### src/rtl/serial_to_parallel_rx.sv
// serial_to_parallel_rx: reassembles LSB-first serial frames into WIDTH-bit words behind a valid/ready register.
// Optional trailing even-parity bit per frame when S2P_PARITY_CHECK_EN is defined.
module serial_to_parallel_rx #(
    parameter int WIDTH = 4,
    parameter int CNT_W = $clog2(WIDTH + 1)
) (
    input  logic             clk,
    input  logic             reset,
    input  logic             serial_in,
    input  logic             valid_in,
    input  logic             empty_in,
    output logic [WIDTH-1:0] parallel_out,
    output logic             out_valid,
    input  logic             out_ready,
    output logic             frame_err,
    output logic             overflow_err,
    output logic             parity_err
);
`ifdef S2P_PARITY_CHECK_EN
    localparam int FRAME_LEN = WIDTH + 1;
`else
    localparam int FRAME_LEN = WIDTH;
`endif
    typedef enum logic {IDLE, SHIFT} state_t;
    state_t           r_state;
    logic [CNT_W-1:0] r_cnt;
    logic [WIDTH-1:0] r_shift;
    logic [WIDTH-1:0] r_data;
    logic             r_valid;
    logic             r_ferr;
    logic             r_oerr;
    logic             r_perr;
    logic [WIDTH-1:0] w_next;
    logic [WIDTH-1:0] w_word;
    logic             w_last;
    logic             w_ok;
    always_comb begin
        for (int i = 0; i < WIDTH; i++) w_next[i] = (r_cnt == CNT_W'(i)) ? serial_in : r_shift[i];
    end
    assign w_last = r_cnt == CNT_W'(FRAME_LEN - 1);
`ifdef S2P_PARITY_CHECK_EN
    // the parity bit is never stored: all data bits are already in r_shift
    assign w_word = r_shift;
    assign w_ok   = ~(^r_shift ^ serial_in);
`else
    assign w_word = w_next;
    assign w_ok   = 1'b1;
`endif
    always_ff @(posedge clk) begin
        if (reset) begin
            r_state <= IDLE;
            r_cnt   <= '0;
            r_shift <= '0;
            r_data  <= '0;
            r_valid <= 1'b0;
            r_ferr  <= 1'b0;
            r_oerr  <= 1'b0;
            r_perr  <= 1'b0;
        end else begin
            r_ferr <= 1'b0;
            r_perr <= 1'b0;
            if (r_valid && out_ready) r_valid <= 1'b0;
            if (valid_in) begin
                if (w_last) begin
                    r_state <= IDLE;
                    r_cnt   <= '0;
                    if (!w_ok) r_perr <= 1'b1;
                    else if (r_valid && !out_ready) r_oerr <= 1'b1;
                    else begin
                        r_data  <= w_word;
                        r_valid <= 1'b1;
                    end
                end else begin
                    r_shift <= w_next;
                    r_cnt   <= r_cnt + 1'b1;
                    r_state <= SHIFT;
                end
            end else if (r_state == SHIFT && empty_in) begin
                r_state <= IDLE;
                r_cnt   <= '0;
                r_ferr  <= 1'b1;
            end
        end
    end
    assign parallel_out = r_data;
    assign out_valid    = r_valid;
    assign frame_err    = r_ferr;
    assign overflow_err = r_oerr;
    assign parity_err   = r_perr;
endmodule

### config.mk
export PLATFORM = sky130hd
export DESIGN_NAME = serial_to_parallel_rx
export DESIGN_NICKNAME = d
export VERILOG_FILES = /design/src/rtl/serial_to_parallel_rx.sv
export SDC_FILE = /design/constraint.sdc
export NUM_CORES = 1
export LEC_CHECK = 0
export BUFFER_PORTS_ARGS = -buffer_cell sky130_fd_sc_hd__buf_4
export CORE_AREA = 2 2 50 57
export CTS_CLUSTER_DIAMETER = 200
export CTS_CLUSTER_SIZE = 10
export DETAILED_ROUTE_END_ITERATION = 16
export DIE_AREA = 0 0 52 59
export SYNTH_ARGS = -nofsm -noshare
export SYNTH_HDL_FRONTEND = slang
export SYNTH_SLANG_ARGS = --single-unit
### constraint.sdc
create_clock -name clk -period 1.2 [get_ports clk]
set_input_delay 0.12 -clock clk [delete_from_list [all_inputs] [get_ports clk]]
set_output_delay 0.12 -clock clk [all_outputs]
set_load 0.05 [all_outputs]
==> results of run 1 <==
==> registers in the layout (all words and copies together), names as in the netlist <==
signal        flops
r_shift           3
r_cnt             3
parallel_out      4
frame_err         1
overflow_err      1
out_valid         1
r_state           1
==> metal layers <==
metal / vias to the layer above / track usage, % / wire length, µm
met1: 255 / 11.5 / 617
met5: - / 0 / 0
met3: 5 / 3.03 / 83
met2: 15 / 16.5 / 716
met4: 0 / 6.77 / 43
li1: 272 / - / -
==> power groups by stage <==
stage / clock network [mW] / registers, mW / logic, mW
floorplan: 0 / 0.507 / 0.0778
global placement: 0 / 0.500 / 0.116
detailed placement: 0 / 0.501 / 0.118
CTS: 0.272 / 0.491 / 0.127
global route: 0.288 / 0.497 / 0.157
finish: 0.262 / 0.495 / 0.144
==> worst reg2reg max path, cell delays in order (launching register included) <==
cell and delay, ns:
dfxtp_4 0.38, ha_4 0.17, and3b_2 0.26, buf_6 0.14
a311oi_2 0.23
==> per-stage QoR <==
| stage | instances | cell area, µm² | TNS (ns) | hold WS [ns] |
|---|---|---|---|---|
| floorplan | 70 | 694 | 0 | 0.192 |
| global placement | 111 | 811 | -0.127 | 0.370 |
| detailed placement | 111 | 811 | -0.437 | 0.381 |
| CTS | 114 | 878 | -0.168 | 0.0810 |
| global route | 114 | 931 | -0.540 | 0.124 |
| finish | 114 | 931 | -0.180 | 0.0882 |
==> final timing paths <==
| kind | start | to | slack, ns | cells past startpoint |
|---|---|---|---|---|
| setup reg to reg | r_cnt[1] | parallel_out[1] | -0.06 | 4 |
| setup / recovery | r_cnt[1] | parallel_out[1] | -0.06 | 4 |
| hold reg to reg | r_state | frame_err | 0.47 | 2 |
| hold / removal | empty_in | frame_err | 0.09 | 3 |
==> synthesized netlist by cell type (all sizes together) <==
library cell   n
nor2           5
buf            4
conb           1
nand3          2
nor3           1
a32oi          1
and2b          2
nand3b         1
and4bb         2
a22oi          1
clkbuf         1
ha             4
nor3b          1
a311oi         4
inv            3
nand2          2
and3b          1
o21ai          1
mux2i          5
nand2b         2
dfxtp         14
nor2b          2
a21oi         10
==> cells in the final DEF (no fill, tap or decap), drive strengths merged, types with 3 or more instances in the layout <==
cell type,instances
nor2,5
buf,15
mux2i,5
dfxtp,14
a21oi,10
a311oi,4
inv,3
clkbuf,3
ha,4
==> cell families (layout without fill, tap and decap cells) <==
kind of cell / Yosys count / in the layout / synth area share [%]
DFF: 14 / 14 / 40.7
buffers and inverters: 8 / 21 / 6.73
other: 1 / 1 / 0.545
muxes: 5 / 5 / 7.27
adders and majority gates: 4 / 4 / 7.27
and+or+nand+nor: 21 / 21 / 20.4
AOI/OAI and AO/OA: 17 / 17 / 17.1
==> cell type report <==
| type | instances | area, µm² |
|---|---|---|
| repair buffers | 15 | 116 |
| inverters | 3 | 13.8 |
| well taps | 31 | 38.8 |
| flip-flops and latches | 14 | 290 |
| fillers | 254 | 1520 |
| multi-input cells | 48 | 449 |
| clock buffers | 3 | 22.5 |
==> what timing repair did <==
item | 4_1_cts | 5_1_grt
pin swaps | 3 | 4
setup endpoints to repair | 7 | 8
resized for setup | 12 | 12
==> results.sh, run 1 <==
export IMPL_place_hpwl_mm=1.01
export IMPL_irDropWorstVdd_uv=428
export IMPL_crit_path_end_kind="flop"
export IMPL_antenna_left=0
export IMPL_synth_top_area_share_pct=40.7
export IMPL_cts_sinks=14
export IMPL_clk_insertion_delay_late_ns=0.28
export IMPL_die_y_um=59
export IMPL_violations="setup timing"
export IMPL_num_rows=19
export IMPL_yosys_area_top_type="dfxtp_1"
export IMPL_avgSynthCellArea_um2=9.83
export IMPL_syn_cell_area_um2=688
export IMPL_hold_viol_final=0
export IMPL_outcome="finished with violations"
export IMPL_cts_tree="built"
export IMPL_overflow=0
export IMPL_initial_core_util_pct=28.1
export IMPL_synth_seq_area_share_pct=40.7
export IMPL_synth_area_top_cells="dfxtp_1 41%, ha_1 7.3%, mux2i_1 7.3%"
export IMPL_wl_mm=1.46
export IMPL_grt_start_max_net_pins=15
export IMPL_cts_root_buf="clkbuf_4"
export IMPL_viasPerCell=4.80
export IMPL_fmax_ghz=0.791
export IMPL_p_clk_share_pct=29.1
export IMPL_netlist_instances=70
export IMPL_hold_path_class="primary input to flop"
export IMPL_post_drt_wl_per_cell_um=12.8
export IMPL_ys_warn_count=0
export IMPL_io_pins=14
export IMPL_critical_path_buf_inv_count=1
export IMPL_gp_congestion=0.730
export IMPL_port_buffers=12
export IMPL_combPwrFrac_pct=16.0
export IMPL_critical_path_required_ns=1.40
export IMPL_path_cells="ha_4 -> and3b_2 -> buf_6 -> a311oi_2"
export IMPL_grt_usage_pct=10.2
export IMPL_critPathMaxStageDelay_ns=0.38
export IMPL_clk_path_buf_depth=2
export IMPL_slew_viol_final=0
export IMPL_synthesis_nets=80
export IMPL_crit_slowest_cell="dfxtp_4"
export IMPL_synth_distinct_cells=26
export IMPL_critPathMaxFanout=7
export IMPL_drt_iter0_drc=9
export IMPL_dr_total_vias=547
export IMPL_drc=0
export IMPL_p_per_area_nw_per_um2=967
export IMPL_p_leak_nw=0.342
export IMPL_htreeDepth=1
export IMPL_grt_antenna_before_repair=0
export IMPL_finalCriticalPeriod_ns=1.26
export IMPL_layout_drive_gt1_share_pct=54.2
export IMPL_core_area_um2=2450
export IMPL_post_place_ws_ns=-0.111
export IMPL_clkTransAtPathRegs_ns=0.08
export IMPL_die_w_um=52
export IMPL_cts_hold_buf=0
export IMPL_synth_seq_cells=14
export IMPL_maxCapViolCount=0
export IMPL_cts_setup_buffers=0
export IMPL_first_pass_iters=3
export IMPL_cp_arrival_ns=1.47
export IMPL_setup_viol_count_final=6
export IMPL_path_delay_family="flip-flops"
export IMPL_fin_worst_skew_ns=0.00164
export IMPL_startpoint_type="flop"
export IMPL_crit_type="flop to flop"
export IMPL_numCtsBuffers=3
export IMPL_grt_setup_unrepaired="yes"
export IMPL_power_frac_seq_pct=55.0
export IMPL_grt_pass1_wl_mm=2.28
export IMPL_syn2layout_area_growth_pct=35.3
export IMPL_grt_pass1_vias=515
export IMPL_p_int_uw=661
export IMPL_fin_crit_sh_pct=105
export IMPL_power_uw=900
export IMPL_die_area_um2=3070
export IMPL_swShare_pct=26.6
export IMPL_p_sw_uw=239
export IMPL_n_antenna_cell=0
export IMPL_utilization_pct=38.0
export IMPL_fin_ws_ns=-0.0643
export IMPL_num_nets_final=95
Note: power is estimated with default switching activity, not from simulation.
==> inputs of run 2 (changes only) <==
--- a/config.mk
+++ b/config.mk
@@ -5,12 +5,13 @@
 export SDC_FILE = /design/constraint.sdc
 export NUM_CORES = 1
 export LEC_CHECK = 0
+export ABC_AREA = 1
 export BUFFER_PORTS_ARGS = -buffer_cell sky130_fd_sc_hd__buf_4
-export CORE_AREA = 2 2 50 57
+export CORE_AREA = 2 2 51 57
 export CTS_CLUSTER_DIAMETER = 200
 export CTS_CLUSTER_SIZE = 10
 export DETAILED_ROUTE_END_ITERATION = 16
-export DIE_AREA = 0 0 52 59
+export DIE_AREA = 0 0 53 59
 export SYNTH_ARGS = -nofsm -noshare
 export SYNTH_HDL_FRONTEND = slang
 export SYNTH_SLANG_ARGS = --single-unit
==> constraint.sdc (replaced) <==
create_clock -name clk -period 1.29 [get_ports clk]
set_input_delay 0.129 -clock clk [delete_from_list [all_inputs] [get_ports clk]]
set_output_delay 0.129 -clock clk [all_outputs]
set_load 0.05 [all_outputs]
==> run 2 against run 1 <==
The run now ends clean. Register-to-register slack improved by 0.23 ns. Clock skew rose by 0.0078 ns. Via count increased by 14%. Critical path depth rose by 3. Global-route usage increased by 0.13 points. Sequential share of layout area grew 3.5 points. Setup slack better by 0.23 ns. Utilization decreased by 3.2 points. Fmax is 13% higher. Design area down 6.6%. Die area up 1.9%. Flip-flop and latch count is 1 higher.
==> results.sh, run 2 <==
export IMPL_gp_congestion=0.823
export IMPL_slew_viol_final=0
export IMPL_grt_start_max_net_pins=10
export IMPL_synth_seq_area_share_pct=42.5
export IMPL_viasPerCell=4.13
export IMPL_grt_pass1_wl_mm=2.37
export IMPL_fin_worst_skew_ns=0.00944
export IMPL_crit_type="flop to flop"
export IMPL_htreeDepth=1
export IMPL_cts_resized=0
export IMPL_port_buffers=12
export IMPL_finalCriticalPeriod_ns=1.12
export IMPL_antenna_left=0
export IMPL_synth_xor_area_share_pct=0
export IMPL_crit_path_end_kind="flop"
export IMPL_startpoint="r_cnt[0]"
export IMPL_hold_depth=2
export IMPL_synth_top_family_by_area="simple AND/OR/NAND/NOR gates"
export IMPL_power_uw=910
export IMPL_die_y_um=59
export IMPL_cts_sinks=15
export IMPL_swShare_pct=29.0
export IMPL_synth_edf_count=0
export IMPL_p_clk_share_pct=31.3
export IMPL_rr_startpoint="r_cnt[0]"
export IMPL_yosysMostFrequentCell="nand2_1"
export IMPL_die_area_um2=3130
export IMPL_maxCapViolCount=0
export IMPL_dp_cells=147
export IMPL_startpoint_type="flop"
export IMPL_combPwrFrac_pct=14.6
export IMPL_setup_tns_ns=0
export IMPL_drt_iter0_drc=9
export IMPL_wl_mm=1.35
export IMPL_drc=0
export IMPL_synth_top_area_share_pct=42.5
export IMPL_clk_insertion_delay_late_ns=0.30
export IMPL_num_nets_final=131
export IMPL_yosys_area_top_type="dfxtp_1"
export IMPL_power_frac_seq_pct=54.1
export IMPL_cts_hold_buf=0
export IMPL_synthesis_nets=115
export IMPL_io_pins=14
export IMPL_fin_crit_sh_pct=86.9
export IMPL_ys_warn_count=0
export IMPL_p_leak_nw=0.444
export IMPL_post_drt_wl_per_cell_um=8.92
export IMPL_layout_drive_gt1_share_pct=18.3
export IMPL_r2r_end="parallel_out[2]"
export IMPL_hold_path_class="primary input to flop"
export IMPL_syn_cell_area_um2=707
export IMPL_irDropWorstVdd_uv=602
export IMPL_fin_cells=151
export IMPL_ff2ff_setup_slack_ns=0.17
export IMPL_synthFlopType="dfxtp_1"
export IMPL_cp_endpoint="parallel_out[2]"
export IMPL_synth_seq_cells=15
export IMPL_final_common_cell="nand2_1"
export IMPL_num_rows=19
export IMPL_avgSynthCellArea_um2=6.73
export IMPL_hold_slack_ns=0.0426
export IMPL_place_hpwl_mm=1.03
export IMPL_n_antenna_cell=0
export IMPL_p_per_area_nw_per_um2=1050
export IMPL_grt_antenna_before_repair=0
export IMPL_synth_async_reset_ratio_pct=0
export IMPL_synth_simple_area_share_pct=35.4
export IMPL_critPathMaxFanout=8
export IMPL_core_area_um2=2500
export IMPL_p_sw_uw=264
export IMPL_fillCellCount=273
export IMPL_p_int_uw=646
export IMPL_synthMuxAreaShare_pct=0
export IMPL_outcome="completed"
export IMPL_initial_core_util_pct=28.3
export IMPL_cp_arrival_ns=1.37
export IMPL_synth_compound_area_share_pct=3.89
export IMPL_netlist_instances=105
export IMPL_synthTopCellsByCount="36 x nand2_1, 18 x nor2_1, 15 x dfxtp_1, 15 x inv_1"
export IMPL_synth_area_top_cells="dfxtp_1 42%, nand2_1 19%, nor2_1 9.6%"
export IMPL_reg2regPathDepth=7
export IMPL_clkTransAtPathRegs_ns=0.10
export IMPL_synth_fa_ha_area_share_pct=7.08
export IMPL_die_w_um=53
export IMPL_cts_root_buf="clkbuf_4"
export IMPL_utilization_pct=34.8
export IMPL_grt_usage_pct=10.3
export IMPL_numCtsBuffers=3
export IMPL_setup_viol_count_final=0
export IMPL_cts_setup_buffers=0
export IMPL_grt_setup_unrepaired="no"
export IMPL_first_pass_iters=4
export IMPL_clk_path_buf_depth=2
export IMPL_syn2layout_area_growth_pct=23.0
export IMPL_synth_distinct_cells=15
export IMPL_critical_path_required_ns=1.53
export IMPL_fmax_ghz=0.892
export IMPL_dr_total_vias=624
export IMPL_grt_pass1_vias=604
export IMPL_overflow=0
export IMPL_hold_viol_final=0
export IMPL_cts_tree="built"
export IMPL_layout_common_cells="36 x nand2_1, 18 x nor2_1, 15 x inv_1, 14 x dfxtp_1, 13 x buf_4"
[run 2: cell types whose count changed after synthesis, moves of 2 or more]
cell / change
nand2b_1: -2
nand2_1: +34
nor2b_1: -2
and2b_4: -2
a21oi_2: -3
and4bb_2: -2
mux2i_1: -5
nor2_1: +13
a311oi_1: -4
nand3_1: +2
inv_1: +12
a21oi_1: -3
[run 2: layer usage]
layer	share of wire [%]	global-route usage (%)
met5	0	0
met1	46	12.0
met2	47	17.7
met4	2.1	6.23
met3	4.7	1.52
[run 2: worst min path at each step]
stage / slack (ns) / end / start
finish: 0.04 / r_shift[3] / reset
global route: 0.05 / r_cnt[2] / reset
floorplan: 0.21 / frame_err / valid_in
global placement: 0.36 / r_cnt[1] / reset
detailed placement: 0.36 / r_shift[3] / reset
CTS: 0.04 / r_shift[3] / reset
[run 2: critical path, stage by stage, from the launching register on]
cell	delay [ns]
dfxtp_2	0.36
ha_1	0.17
inv_1	0.08
nor2_4	0.13
nand3_4	0.12
nand2_1	0.08
nand2_1	0.05
nor2_1	0.08
[run 2: through the flow]
step | setup WS (ns) | instance area [µm²]
after floorplan | 0.102 | 707
after global placement | 0.134 | 828
after detailed placement | 0.0594 | 828
after CTS | 0.0486 | 856
after global routing | 0.0322 | 870
final | 0.169 | 870
[run 2: final cells by class]
| cell class | instances | area [µm²] | area share [%] |
|---|---|---|---|
| Clock buffer | 3 | 22.5 | 2.59 |
| Tap cell | 31 | 38.8 | 4.46 |
| Timing Repair Buffer | 13 | 97.6 | 11.2 |
| Multi-Input combinational cell | 72 | 344 | 39.6 |
| Sequential cell | 15 | 302 | 34.7 |
| Inverter | 16 | 60.1 | 6.91 |
| Clock inverter | 1 | 5.00 | 0.576 |
[run 2: power groups by stage]
stage                     registers (mW)  clock network (mW)  logic (mW)
final                              0.492               0.285       0.133
after global routing               0.495               0.314       0.151
after CTS                          0.492               0.288       0.133
after detailed placement           0.503                   0       0.132
after global placement             0.501                   0       0.129
after floorplan                    0.512                   0      0.0846
[run 2: kinds of logic after synthesis]
group / count (synthesis)
buffers and inverters: 18
AOI/OAI and AO/OA: 5
adders and majority gates: 4
DFF: 15
and+or+nand+nor: 62
other: 1
